<file path="src/rtl/ld_st_control_sequencer.sv">
// Hardwired fetch/execute sequencer for ld, ldi and st.
// Moore decode of a registered T-step plus latched opcode.
module ld_st_control_sequencer #(
  parameter logic [4:0] OP_LD  = 5'b00000,
  parameter logic [4:0] OP_LDI = 5'b00001,
  parameter logic [4:0] OP_ST  = 5'b00010
) (
  input  logic       clk,
  input  logic       clear,
  input  logic [4:0] IR_op,
  input  logic       mem_ready,
  input  logic       stop,
  output logic       PCout,
  output logic       Zlowout,
  output logic       MDRout,
  output logic       Cout,
  output logic       BAout,
  output logic       Rout,
  output logic       Gra,
  output logic       Grb,
  output logic       Grc,
  output logic       Rin,
  output logic       MARin,
  output logic       Zin,
  output logic       PCin,
  output logic       MDRin,
  output logic       IRin,
  output logic       Yin,
  output logic       IncPC,
  output logic       ADD,
  output logic       Read,
  output logic       Write,
  output logic       run,
  output logic       illegal,
  output logic [3:0] step
);

  typedef enum logic [3:0] {
    S_RST,
    S_T0,
    S_T1,
    S_T2,
    S_T3,
    S_T4,
    S_T5,
    S_T6,
    S_T7,
    S_HALT
  } state_t;

  state_t     r_state;
  logic [4:0] r_op;
  logic       r_illegal;

  logic w_ld;
  logic w_ldi;
  logic w_st;
  logic w_op_ok;
  logic w_next_instr_halt;

  assign w_ld  = (r_op == OP_LD);
  assign w_ldi = (r_op == OP_LDI);
  assign w_st  = (r_op == OP_ST);

  assign w_op_ok = (IR_op == OP_LD)
                || (IR_op == OP_LDI)
                || (IR_op == OP_ST);

  assign w_next_instr_halt = stop;

  // Step sequencing, opcode latch and sticky illegal flag
  always_ff @(posedge clk) begin
    if (clear) begin
      r_state   <= S_RST;
      r_op      <= '0;
      r_illegal <= 1'b0;
    end else begin
      unique case (r_state)
        S_RST: r_state <= S_T0;
        S_T0:  r_state <= S_T1;
        S_T1: begin
          if (mem_ready) r_state <= S_T2;
        end
        S_T2:  r_state <= S_T3;
        S_T3: begin
          r_op <= IR_op;
          if (w_op_ok) begin
            r_state <= S_T4;
          end else begin
            r_state   <= S_HALT;
            r_illegal <= 1'b1;
          end
        end
        S_T4:  r_state <= S_T5;
        S_T5: begin
          if (w_ldi) begin
            r_state <= w_next_instr_halt ? S_HALT : S_T0;
          end else begin
            r_state <= S_T6;
          end
        end
        S_T6: begin
          if (w_st || mem_ready) r_state <= S_T7;
        end
        S_T7: begin
          if (w_ld || mem_ready) begin
            r_state <= w_next_instr_halt ? S_HALT : S_T0;
          end
        end
        S_HALT: r_state <= S_HALT;
        default: r_state <= S_RST;
      endcase
    end
  end

  // Control strobe decode from the registered step
  always_comb begin
    PCout   = 1'b0;
    Zlowout = 1'b0;
    MDRout  = 1'b0;
    Cout    = 1'b0;
    BAout   = 1'b0;
    Rout    = 1'b0;
    Gra     = 1'b0;
    Grb     = 1'b0;
    Grc     = 1'b0;
    Rin     = 1'b0;
    MARin   = 1'b0;
    Zin     = 1'b0;
    PCin    = 1'b0;
    MDRin   = 1'b0;
    IRin    = 1'b0;
    Yin     = 1'b0;
    IncPC   = 1'b0;
    ADD     = 1'b0;
    Read    = 1'b0;
    Write   = 1'b0;
    unique case (r_state)
      S_T0: begin
        PCout = 1'b1;
        MARin = 1'b1;
        IncPC = 1'b1;
        Zin   = 1'b1;
      end
      S_T1: begin
        Zlowout = 1'b1;
        PCin    = 1'b1;
        Read    = 1'b1;
        MDRin   = 1'b1;
      end
      S_T2: begin
        MDRout = 1'b1;
        IRin   = 1'b1;
      end
      S_T3: begin
        Grb   = 1'b1;
        BAout = 1'b1;
        Yin   = 1'b1;
      end
      S_T4: begin
        Cout = 1'b1;
        ADD  = 1'b1;
        Zin  = 1'b1;
      end
      S_T5: begin
        Zlowout = 1'b1;
        if (w_ldi) begin
          Gra = 1'b1;
          Rin = 1'b1;
        end else begin
          MARin = 1'b1;
        end
      end
      S_T6: begin
        if (w_ld) begin
          Read  = 1'b1;
          MDRin = 1'b1;
        end else if (w_st) begin
          Gra   = 1'b1;
          Rout  = 1'b1;
          MDRin = 1'b1;
        end
      end
      S_T7: begin
        if (w_ld) begin
          MDRout = 1'b1;
          Gra    = 1'b1;
          Rin    = 1'b1;
        end else if (w_st) begin
          Write = 1'b1;
        end
      end
      default: ;
    endcase
  end

  // Status and debug step encoding
  always_comb begin
    run  = 1'b0;
    step = 4'hF;
    unique case (r_state)
      S_T0: begin run = 1'b1; step = 4'd0; end
      S_T1: begin run = 1'b1; step = 4'd1; end
      S_T2: begin run = 1'b1; step = 4'd2; end
      S_T3: begin run = 1'b1; step = 4'd3; end
      S_T4: begin run = 1'b1; step = 4'd4; end
      S_T5: begin run = 1'b1; step = 4'd5; end
      S_T6: begin run = 1'b1; step = 4'd6; end
      S_T7: begin run = 1'b1; step = 4'd7; end
      default: ;
    endcase
  end

  assign illegal = r_illegal;

endmodule

</file>
<file path="config.mk">
export PLATFORM = sky130hd
export DESIGN_NAME = ld_st_control_sequencer
export DESIGN_NICKNAME = d
export VERILOG_FILES = /design/src/rtl/ld_st_control_sequencer.sv
export SDC_FILE = /design/constraint.sdc
export NUM_CORES = 1
export LEC_CHECK = 0
export BUFFER_PORTS_ARGS = -buffer_cell sky130_fd_sc_hd__clkbuf_2
export CAP_MARGIN = 15
export CORE_MARGIN = 3
export CORE_UTILIZATION = 50
export DETAILED_ROUTE_END_ITERATION = 7
export PLACE_DENSITY = 0.88
export SYNTH_ARGS = -nofsm -noshare
export SYNTH_HDL_FRONTEND = slang
export SYNTH_SLANG_ARGS = --single-unit
</file>
<file path="constraint.sdc">
create_clock -name clk -period 4.3 [get_ports clk]
set_input_delay 0.86 -clock clk [delete_from_list [all_inputs] [get_ports clk]]
set_output_delay 0.86 -clock clk [all_outputs]
set_load 0.02 [all_outputs]
</file>
=== Word-level counts from Yosys, hierarchy flattened ===
Index checks and enable logic that the tools add are counted.

* Multiplexer cells: 30
* Multipliers: 0
* Eq/ne operators: 16
* Bitwise gates (word level): 1
* Divide/modulo/power cells: 0
* Add/sub/neg operators: 0
* Reduce and logical (&&, ||, !) cells: 12
* Order comparisons: 0
* Shifts and indexed selects: 0

{| class="wikitable"
|+ Operator list
! operator !! number
|-
| $pmux 4 s10 || 1
|-
| $pmux 4 s8 || 1
|-
| $mux 4 || 6
|-
| $eq 4x3->1 const B || 4
|-
| $mux 1 || 16
|-
| $eq 5x1->1 const B || 2
|-
| $eq 5x2->1 const B || 2
|-
| $logic_not 5->1 || 2
|-
| $pmux 1 s2 || 5
|-
| $eq 4x2->1 const B || 2
|-
| $eq 4x4->1 const B || 2
|-
| $reduce_or 8->1 || 1
|-
| $ne 2x2->1 const B || 3
|-
| $eq 4x1->1 const B || 1
|-
| $logic_not 4->1 || 1
|-
| $logic_or 1x1->1 || 4
|-
| $reduce_or 2->1 || 2
|-
| $pmux 1 s3 || 1
|-
| $reduce_and 3->1 || 1
|-
| $reduce_and 2->1 || 1
|-
| $not 1->1 || 1
|}

* Register bits after elaboration: 10
* Word-level logic and storage cells: 62
* Latch bits: 0
* Memory bits (writable): 0
* Memories: 0
* Input port bits: 9
* Output and inout port bits: 26
* Memory bits (read-only): 0

=== Logic depth before layout (Yosys ltp) ===
Gate-level depths: netlist (run 1).

* Depth after elaboration: 5
* Gate-level depth with buffers: 6
* Gate-level depth less buffers: 4

=== Least setup slack after synthesis (run 1) ===
Ideal clock, no wire load.

* Kind: register -> output
* From: register r_state[0]
* To: output MDRout
* Path buffers: 1
* Data arrival time: 1.782 ns
* Required time: 3.440 ns
* Cell stages (with the launch flop): 5
* Setup slack: 1.658 ns
* Path through: dfxtp_1 clkbuf_1 nand2b_1 nor3_1 o21bai_1

* Word-level cells in the longest chain between the ends: 2
* Elaborated cells between the ends (all ways): 3
* Classes of those cells: eq/ne: 2; mux: 1

{| class="wikitable"
|+ RTL lines
! element !! RTL line !! RTL
|-
| start, declared || 51 || <nowiki>state_t r_state;</nowiki>
|-
| start signal, assigned || 97 || <nowiki>r_state <= w_next_instr_halt ? S_HALT : S_T0;</nowiki>
|-
| start signal, assigned || 107 || <nowiki>r_state <= w_next_instr_halt ? S_HALT : S_T0;</nowiki>
|-
| $eq 4x4->1 or $eq 4x2->1 (tied branches) || 138 || <nowiki>unique case (r_state)</nowiki>
|-
| $pmux 1 s2 * || 138 ||
|-
| end, declared || 15 || <nowiki>output logic MDRout,</nowiki>
|}

Every way passes the cells marked *; elsewhere a longest branch is shown, timed or not.

=== Final worst setup path (run 1) ===
* From: register r_state[1]
* To: output MDRin

* Word-level cells in the longest chain between the ends: 2
* Elaborated cells between the ends (all ways): 3
* Classes of those cells: eq/ne: 2; mux: 1

{| class="wikitable"
|+ RTL lines
! element !! RTL line !! RTL
|-
| $eq 4x3->1 or $eq 4x2->1 (tied branches) || 138 ||
|-
| $pmux 1 s2 * || 138 ||
|-
| end, declared || 26 || <nowiki>output logic MDRin,</nowiki>
|}

Marked as above.

==> impl_results.md, run 1 <==
* Final period util at 66.1%
* Fmax at 352 MHz
* Gpl congestion at 0.828
* Clk buf depth at 2
* Buffers added on ports at 33
* Root Driver: clkbuf_4
* Worst endpoint data arrival time at 1.98 ns
* Layout Nets at 146
* GRT overflow at 0
* Net Switching at 95.3 uW
* Vias at 873
* Number of max-cap violations at 0
* Core area at 1560 um2
* Endpoint of the worst hold path: illegal
* Synth Warn # at 0
* GRT Total Usage at 19.8%
* Clock network power share at 23.5%
* Boundary pin count at 35
* Setup Viol. Count Final at 0
* Final Hold Fails at 0
* Final min period at 2.84 ns
* H-tree depth at 1
* Synth Instances at 111
* Die ar. at 2240 um2
* Synthesized flop and latch total at 10
* Via-per-instance ratio at 5.78
* Worst hold stages at 2
* Worst Path Max Fanout at 18
* Clk_lat worst skew at 0.25 ns
* R2R Setup Slk at 2.30 ns
* Post-CTS Hold Buffers at 0
* First-pass GRT wire length at 3.19 mm
* Multi-input logic area at 556 um2
* Max_slew headroom at 53.8%
* Post-place instance area at 960 um2
* CTS clock-pin slew for the worst setup and hold paths at 0.06 ns
* Switch share at 37.1%
* Slowest stage delay, CP at 0.72 ns
* 1st-iter DRT viols at 21
* Drt total wl at 2.09 mm
* Worst EP required at 3.44 ns
* Maximum VDD drop at 222 uV
* Clk sinks at 10
* CP Capture Type: output port
* Post-route ant nets at 0
* Initial antenna violation count at 0
* Post-Route Skew at 0.000642 ns
* DP HPWL at 1.63 mm
* Antenna diodes at 0
* RSZ-0062 raised after global routing: no
* Status: complete, no violations
* Layout fillers at 136
* Syn nets at 120
* R2R cell count at 4
* Internal power at 162 uW
* Largest net degree at the start of global routing at 19
* Setup TNS at 0 ns
* CP startpoint kind: flip-flop
* Layout cells sized above 1 at 34.1%
* Fin. max-slew vios at 0
* Seq/Total Area, Yosys at 23.5%
* CP Cell Sequence: or4b_4, o21ai_0, or2_2, clkbuf_2
* Wire per inst at 13.8 um
* Core Rows at 14
* Die Wd at 47.3 um
* Starting Density at 54.7%
* Average size of a mapped cell at 7.69 um2
* Setup Buffers After CTS at 0
* DRT Pass-1 Iters at 4
* Utilization after layout at 63.0%
* Vias in the first global route at 747
* P per Cell Area at 262 nW/um2
* Sequential power share at 41.9%
* Reg area at 200 um2
* Worst-Margin Slew at 0.692 ns
* P&R area growth vs syn at 15.1%
* Cts bufs inserted at 3
* Post-cts resize count at 0
* Post-layout instance area at 982 um2
* Min-delay worst type: reg2reg
* Critical setup path kind: reg2out
* Worst r2r src: r_state[3]
* Pleak at 0.000471 uW
* Logic pwr share at 34.6%
* Synth Cell Area at 853 um2
* CTS tree: built
* DRC errors left at 0
* Critical path's slowest cell: dfxtp_1
* Yosys cell types at 39
* Die Y at 47.3 um
* Reg2reg end: r_state[0]
* Hold wc startpoint: illegal
cells in the mapped netlist, drive strengths merged:
master	count	area, um2
a2111oi	1	10.0
a21o	2	15.0
a21oi	7	38.8
a31o	1	8.76
a32o	1	10.0
a41oi	1	16.3
and2	1	6.26
and3	2	12.5
buf	7	60.1
clkbuf	5	18.8
conb	1	3.75
dfxtp	10	200
inv	5	18.8
mux2i	4	40.0
nand2	5	18.8
nand2b	4	25.0
nand4	1	6.26
nand4b	2	17.5
nor2	19	71.3
nor2b	3	18.8
nor3	7	35.0
nor4	2	27.5
nor4b	1	23.8
o211a	1	10.0
o211ai	1	7.51
o21a	3	22.5
o21ai	5	25.0
o21bai	1	7.51
o31ai	2	20.0
or2	2	12.5
or3b	1	8.76
or4b	2	27.5
xnor2	1	8.76
registers in the layout (all words and copies together), names as in the netlist:
name     count
r_state      4
r_op         5
illegal      1
final cells by class:
class | instances | area share, %
Sequential cell | 10 | 20.4
Multi-Input combinational cell | 84 | 56.6
Clock buffer | 3 | 2.29
Timing Repair Buffer | 33 | 16.8
Tap cell | 16 | 2.04
Inverter | 5 | 1.91
metrics by stage:
step                      hold slack [ns]  std cells  total power (uW)  worst slack, ns
after global placement              0.456        148               195             1.87
after detailed placement            0.468        148               198             1.78
final                               0.475        151               257             1.46
after global routing                0.513        151               273             1.39
after CTS                           0.484        151               260             1.49
after floorplan                     0.530        111               175             1.66
metal layers:
metal | vias up | global-route usage, % | wire length (um)
met2 | 23 | 33.4 | 1040
met5 | - | 0 | 0
li1 | 441 | - | -
met3 | 6 | 3.45 | 95
met4 | 0 | 10.5 | 34
met1 | 403 | 23.5 | 921
worst max-delay path: cells and delay by family (launching register included):
kind | cells | cell delay (ns)
simple gates | 2 | 0.72
compound gates | 1 | 0.12
buf+inv | 1 | 0.15
flops | 1 | 0.72
worst max-delay path by stage:
stage	startpoint	endpoint	slack, ns	cells past startpoint
6_report	r_state[1]	MDRin	1.46	4
5_1_grt	r_state[1]	MDRin	1.39	4
4_1_cts	r_state[1]	MDRin	1.49	4
3_5_place_dp	r_state[1]	MDRin	1.78	4
3_3_place_gp	r_state[1]	MDRin	1.87	4
2_1_floorplan	r_state[0]	MDRout	1.66	4
power by group through the flow:
| stage | clock [uW] | combinational (uW) | sequential, uW |
|---|---|---|---|
| floorplan | 0 | 74.5 | 101 |
| global placement | 0 | 87.1 | 108 |
| detailed placement | 0 | 89.2 | 109 |
| CTS | 63.8 | 89.6 | 107 |
| global route | 67.2 | 96.6 | 109 |
| finish | 60.4 | 88.9 | 108 |
cell families after synthesis:
kind of cell,count (synthesis),synth area share (%)
AO/OA/AOI/OAI,26,22.4
XOR/XNOR,1,1.03
buffers and inverters,17,11.4
flip-flops,10,23.5
multiplexers,4,4.69
other,1,0.439
AND/OR/NAND/NOR,52,36.5
placed cells by master, fill, tap and decap left out, drive strengths merged:
cell     count
and3         2
xnor2        1
or2          2
o211a        1
a32o         1
conb         1
nand4b       2
o31ai        2
nor3         7
nor2        19
mux2i        4
nor4b        1
nor2b        3
o211ai       1
a2111oi      1
or4b         2
nand2b       4
inv          5
a31o         1
and2         1
o21ai        5
a21o         2
or3b         1
clkbuf      36
nand4        1
dfxtp       10
o21bai       1
a41oi        1
a21oi        7
nand2        5
o21a         3
nor4         2
No activity file was read; power rests on OpenSTA's default activity.
==> inputs of run 2 (changes only) <==
- ABC_AREA: default -> 1
- CORE_UTILIZATION: 50 -> 45
- PLACE_DENSITY: 0.88 -> 0.82
- clock period: 4.3 -> 2.72 ns (I/O delays scaled with it)
==> impl_results.md, run 2 <==
* Status: complete, no violations (unchanged)
* Drt total wl at 1.81 mm (was 2.09 mm)
* Final Hold Fails at 0 (unchanged)
* P&R area growth vs syn at 21.7% (was 15.1%)
* Buffers added on ports at 33 (unchanged)
* CP Capture Type: output port (unchanged)
* Adder-Cell Fraction of Synth Area at 0% (unchanged)
* Layout Nets at 163 (was 146)
* Post-layout instance area at 933 um2 (was 982 um2)
* Setup crit start: r_state[1] (unchanged)
* Pleak at 0.000493 uW (was 0.000471 uW)
* Yosys cell types at 24 (was 39)
* Most frequent cell after synthesis: nand2_1 (was nor2_1)
* Setup Buffers After CTS at 0 (unchanged)
* Die Y at 47.3 um (about the same)
* P per Cell Area at 952 nW/um2 (was 262 nW/um2)
* R2R cell count at 6 (was 4)
* Commonest non-fill, non-tap cell in the layout: clkbuf_2 (unchanged)
* 1st-iter DRT viols at 12 (was 21)
* Vias in the first global route at 702 (was 747)
* Syn nets at 131 (was 120)
* CTS clock-pin slew for the worst setup and hold paths at 0.06 ns (about the same)
* DRC errors left at 0 (unchanged)
* Setup Viol. Count Final at 0 (unchanged)
* Synth area leader: dfxtp_1 (unchanged)
* Largest net degree at the start of global routing at 11 (was 19)
* Critical setup path kind: reg2out (unchanged)
* Boundary pin count at 35 (unchanged)
* Min-delay worst type: reg2reg (unchanged)
* DP HPWL at 1.54 mm (was 1.63 mm)
* Clk_lat worst skew at 0.26 ns (was 0.25 ns)
* Gpl congestion at 0.865 (was 0.828)
* Root Driver: clkbuf_4 (unchanged)
* Worst EP required at 2.18 ns (was 3.44 ns)
* Core Rows at 14 (unchanged)
* Initial antenna violation count at 0 (unchanged)
* XOR/XNOR Fraction of Synth Area at 0% (was 1.03%)
* PnR Total Power at 889 uW (was 257 uW)
* Post-synthesis mux area share at 0% (was 4.69%)
* Clk sinks at 10 (unchanged)
* Crit path buf inv count at 3 (was 1)
* Final min period at 2.19 ns
* Top cell type's share of synthesized area at 26.1% (was 23.5%)
* Die ar. at 2240 um2 (about the same)
* Number of max-cap violations at 0 (unchanged)
* Average size of a mapped cell at 6.29 um2 (was 7.69 um2)
* Seq/Total Area, Yosys at 26.1% (was 23.5%)
* DRT Pass-1 Iters at 4 (unchanged)
* Synth Warn # at 0 (unchanged)
* CP Cell Sequence: inv_2, nand2_1, nor2_1, nor4_2, nand2_1, inv_2, clkbuf_2 (was or4b_4, o21ai_0, or2_2, clkbuf_2)
* EDFF count, synth at 0 (unchanged)
* First-pass GRT wire length at 2.89 mm (was 3.19 mm)
* Synthesized flop and latch total at 10 (unchanged)
* Core area at 1560 um2 (unchanged)
* Worst Path Max Fanout at 5 (was 18)
* CP delay by family, top: simple AND/OR/NAND/NOR gates (was flip-flops)
* Max reg flops at 5 (unchanged)
* Fmax at 458 MHz
* Clk buf depth at 2 (unchanged)
* Wire per inst at 10.8 um (was 13.8 um)
* Synth Instances at 122 (was 111)
* Post-CTS Hold Buffers at 0 (unchanged)
* Starting Density at 49.2% (was 54.7%)
* Final period util at 80.3%
* Top FF cell, synth: dfxtp_1 (unchanged)
* Critical path's slowest cell: dfxtp_1 (unchanged)
* Layout cells sized above 1 at 38.2% (was 34.1%)
* Synth Cell Area at 767 um2 (was 853 um2)
* GRT overflow at 0 (unchanged)
* R2R Setup Slk at 1.42 ns (was 2.30 ns)
* Synth async-reset ratio at 0% (unchanged)
* Commonest non-fill, non-tap cells in the layout: clkbuf_2, nand2_1, nor2_1 (was clkbuf_2, nor2_1, dfxtp_1)
* Worst r2r src: r_state[1] (was r_state[3])
* CP startpoint kind: flip-flop (unchanged)
* Top cells by count, synth: nand2_1, nor2_1, inv_1, dfxtp_1, inv_2 (was nor2_1, dfxtp_1, nor3_1, a21oi_1)
* Slowest stage delay, CP at 0.45 ns (was 0.72 ns)
* Top reg by flops: r_op (unchanged)
* Maximum VDD drop at 391 uV (was 222 uV)
* Post-route ant nets at 0 (unchanged)
* Setup TNS at 0 ns (unchanged)
* H-tree depth at 1 (unchanged)
* Vias at 851 (was 873)
* GRT Total Usage at 18.4% (was 19.8%)
* Die Wd at 47.3 um (about the same)
* Post-Route Skew at 0.00362 ns (was 0.000642 ns)
* Fin. max-slew vios at 0 (unchanged)
* Setup crit end: step[3] (was MDRin)
* Post-cts resize count at 0 (unchanged)
* Via-per-instance ratio at 5.07 (was 5.78)
* Worst endpoint data arrival time at 1.64 ns (was 1.98 ns)
* Antenna diodes at 0 (unchanged)
* Reg2reg end: r_state[2] (was r_state[0])
* Main combinational cell family by area after synthesis: simple AND/OR/NAND/NOR gates (unchanged)
* Utilization after layout at 59.9% (was 63.0%)
* Hold slack at 0.451 ns (was 0.475 ns)
* Cts bufs inserted at 3 (unchanged)
* Post-place instance area at 911 um2 (was 960 um2)
* Post-synthesis simple-gate area fraction at 46.3% (was 36.5%)
* Synth Area in Compound Gates at 11.9% (was 22.4%)
* Critical path depth in cells at 7 (was 4)
* Top cells by area, synth: dfxtp_1, nand2_1, nor2_1, inv_1, buf_4 (was dfxtp_1, nor2_1, mux2i_1, buf_4, nor3_1)
* CTS tree: built (unchanged)
* RSZ-0062 raised after global routing: no (unchanged)
## run 2: cell count changes after synthesis, moves of 5 or more
cell,before,now
clkbuf_1,5,0
nand3_1,0,5
inv_1,5,13
nand2_1,5,23
inv_2,0,7
nor3_1,7,0
## run 2: worst min path at each step
stage,to,start,slack [ns],cells past startpoint
2_1_floorplan,r_op[1],r_op[1],0.46,2
3_3_place_gp,illegal,illegal,0.44,2
3_5_place_dp,illegal,illegal,0.45,2
4_1_cts,illegal,illegal,0.46,2
5_1_grt,illegal,illegal,0.49,2
6_report,illegal,illegal,0.45,2
## run 2: layout make-up
| cell class | instances | area (um2) |
|---|---|---|
| fillers | 157 | 626 |
| multi-input cells | 86 | 450 |
| clock buffers | 3 | 22.5 |
| inverters | 20 | 75.1 |
| well taps | 16 | 20.0 |
| flip-flops and latches | 10 | 200 |
| repair buffers | 33 | 165 |
## run 2: metal layers
| layer | track usage (%) | share of wire, % | vias to the layer above |
|---|---|---|---|
| li1 | - | - | 441 |
| met1 | 23.9 | 46 | 370 |
| met2 | 28.3 | 44 | 35 |
| met3 | 2.68 | 7.6 | 5 |
| met4 | 11.0 | 2.2 | 0 |
| met5 | 0 | 0 | - |
## run 2: kinds of logic after synthesis
group | Yosys count
and+or+nand+nor | 69
other | 1
buffers and inverters | 26
AOI/OAI and AO/OA | 16
DFF | 10
## run 2: where the power goes
part | internal [uW] | total, uW | switching, uW
Sequential | 172 | 201 | 29.5
Clock | 51.1 | 99.5 | 48.5
Combinational | 183 | 588 | 405
## run 2: metrics by stage
stage               setup slack (ns)  instances
floorplan                      0.831        122
global placement               0.834        165
detailed placement             0.833        165
CTS                            0.540        168
global route                   0.418        168
finish                         0.535        168
## run 2: worst reg2reg max path, cell delays in order, from the launching register on
cell and delay, ns:
dfxtp_1 0.37, inv_2 0.12, nand2_1 0.11, nor2_1 0.29
nor2_1 0.11, o21a_1 0.12, a31oi_1 0.11
==> inputs of run 3 (changes only) <==
- clock period: 2.72 -> 2.22 ns (I/O delays scaled with it)
==> impl_results.md, run 3 (synthesis gave the netlist of run 2 again) <==
* Largest net degree at the start of global routing at 11 (unchanged)
* Worst EP required at 1.78 ns (was 2.18 ns)
* Post-Route Skew at 0.00426 ns (was 0.00362 ns)
* CP startpoint kind: flip-flop (unchanged)
* Antenna diodes at 0 (unchanged)
* Die Y at 47.3 um (unchanged)
* CP delay by family, top: simple AND/OR/NAND/NOR gates (unchanged)
* Setup Buffers After CTS at 0 (unchanged)
* Status: complete, no violations (unchanged)
* Core Rows at 14 (unchanged)
* Switch share at 54.2% (was 54.4%)
* Sequential power share at 22.7% (was 22.6%)
* Layout cells sized above 1 at 38.2% (unchanged)
* Root Driver: clkbuf_4 (unchanged)
* Final period util at 94.4%
* Max reg flops at 5 (unchanged)
* Critical setup path kind: reg2out (unchanged)
* GRT overflow at 0 (unchanged)
* Post-CTS Hold Buffers at 0 (unchanged)
* Setup TNS at 0 ns (unchanged)
* CTS clock-pin slew for the worst setup and hold paths at 0.06 ns (about the same)
* Clk buf depth at 2 (unchanged)
* Setup crit start: r_state[1] (unchanged)
* Clock network power share at 11.2% (about the same)
* Wire per inst at 10.6 um (was 10.8 um)
* CP Capture Type: output port (unchanged)
* CP Cell Sequence: inv_2, nand2_1, nor2_1, nor4_2, nand2_1, inv_2, clkbuf_2 (unchanged)
* Post-layout instance area at 933 um2 (unchanged)
* Fmax at 477 MHz
* H-tree depth at 1 (unchanged)
* Number of max-cap violations at 0 (unchanged)
* CTS tree: built (unchanged)
* DRC errors left at 0 (unchanged)
* Drt total wl at 1.78 mm (was 1.81 mm)
* First-pass GRT wire length at 2.95 mm (was 2.89 mm)
* Vias in the first global route at 711 (was 702)
* Post-route ant nets at 0 (unchanged)
* 1st-iter DRT viols at 6 (was 12)
* Final min period at 2.10 ns
* Boundary pin count at 35 (unchanged)
* Worst Path Max Fanout at 5 (unchanged)
* Cell total after placement at 165 (unchanged)
* Top reg by flops: r_op (unchanged)
* Die Wd at 47.3 um (unchanged)
* Die ar. at 2240 um2 (unchanged)
* Commonest non-fill, non-tap cell in the layout: clkbuf_2 (unchanged)
* Vias at 839 (was 851)
* Internal power at 497 uW (was 406 uW)
* Fin. max-slew vios at 0 (unchanged)
* Core area at 1560 um2 (unchanged)
* Clk_lat worst skew at 0.26 ns (about the same)
* Post-place instance area at 911 um2 (unchanged)
* Layout Nets at 163 (unchanged)
* Net Switching at 588 uW (was 483 uW)
* DP HPWL at 1.52 mm (was 1.54 mm)
* Maximum VDD drop at 428 uV (was 391 uV)
* Slowest stage delay, CP at 0.45 ns (about the same)
* Critical path's slowest cell: dfxtp_1 (unchanged)
* Crit path buf inv count at 3 (unchanged)
* Setup Viol. Count Final at 0 (unchanged)
* Layout fillers at 162 (was 157)
* Cts bufs inserted at 3 (unchanged)
* RSZ-0062 raised after global routing: no (unchanged)
* Via-per-instance ratio at 4.99 (was 5.07)
* Min-delay worst type: in2reg (was reg2reg)
* Final Hold Fails at 0 (unchanged)
* Buffers added on ports at 33 (unchanged)
* GRT Total Usage at 18.4% (about the same)
* Final Non-Filler Cells at 168 (unchanged)
* Initial antenna violation count at 0 (unchanged)
* Post-cts resize count at 0 (unchanged)
* P per Cell Area at 1160 nW/um2 (was 952 nW/um2)
* Starting Density at 49.2% (unchanged)
* Hold wc startpoint: IR_op[4] (was illegal)
* Gpl congestion at 0.865 (unchanged)
* DRT Pass-1 Iters at 4 (unchanged)
* P&R area growth vs syn at 21.7% (unchanged)
* Pleak at 0.000493 uW (unchanged)
* Logic pwr share at 66.1% (was 66.2%)
* Worst endpoint data arrival time at 1.65 ns (was 1.64 ns)
* Worst r2r src: r_state[1] (unchanged)
* Commonest non-fill, non-tap cells in the layout: clkbuf_2, nand2_1, nor2_1 (unchanged)
* Clk sinks at 10 (unchanged)
## run 3: cell counts in the layout (fill, tap and decap cells not counted)
Identical to the previous run, type by type.
## run 3: worst register-to-register path: cells and delay by family, from the launching register on
kind            cells  cell delay (ns)
flops               1             0.37
buf+inv             1             0.11
compound gates      2             0.24
simple gates        3             0.52
## run 3: worst paths after layout
path,endpoint,slack (ns),cells past startpoint
worst max-delay path,step[3],0.12,7
worst min-delay path,r_op[4],0.42,3
worst max register to register,r_state[2],0.91,6
worst min register to register,illegal,0.46,2
## run 3: final cells by class
class                           instances  area, um2  share of cell area [%]
Clock buffer                            3       22.5                    2.41
Inverter                               20       75.1                    8.04
Tap cell                               16       20.0                    2.14
Timing Repair Buffer                   33        165                    17.7
Sequential cell                        10        200                    21.4
Multi-Input combinational cell         86        450                    48.3
## run 3: metrics by stage
stage	setup WS (ns)	utilization [%]	power (uW)	hold slack (ns)
2_1_floorplan	0.431	-	784	0.455
3_3_place_gp	0.434	58.4	964	0.439
3_5_place_dp	0.429	58.4	969	0.444
4_1_cts	0.138	59.9	1090	0.426
5_1_grt	0.00124	59.9	1180	0.431
6_report	0.125	59.9	1090	0.423
## run 3: power by group through the flow
| stage | clock network [uW] | logic (uW) | registers (uW) |
|---|---|---|---|
| floorplan | 0 | 539 | 245 |
| global placement | 0 | 716 | 248 |
| detailed placement | 0 | 719 | 250 |
| CTS | 124 | 721 | 245 |
| global route | 133 | 797 | 249 |
| finish | 122 | 717 | 247 |
## run 3: routing by layer
layer  part of all wire (%)  vias up  global-route usage, %
met2                     44       32                   27.8
met5                      0        -                      0
met1                     47      363                   24.7
met4                    1.1        0                   9.94
li1                       -      440                      -
met3                    7.4        4                   2.68
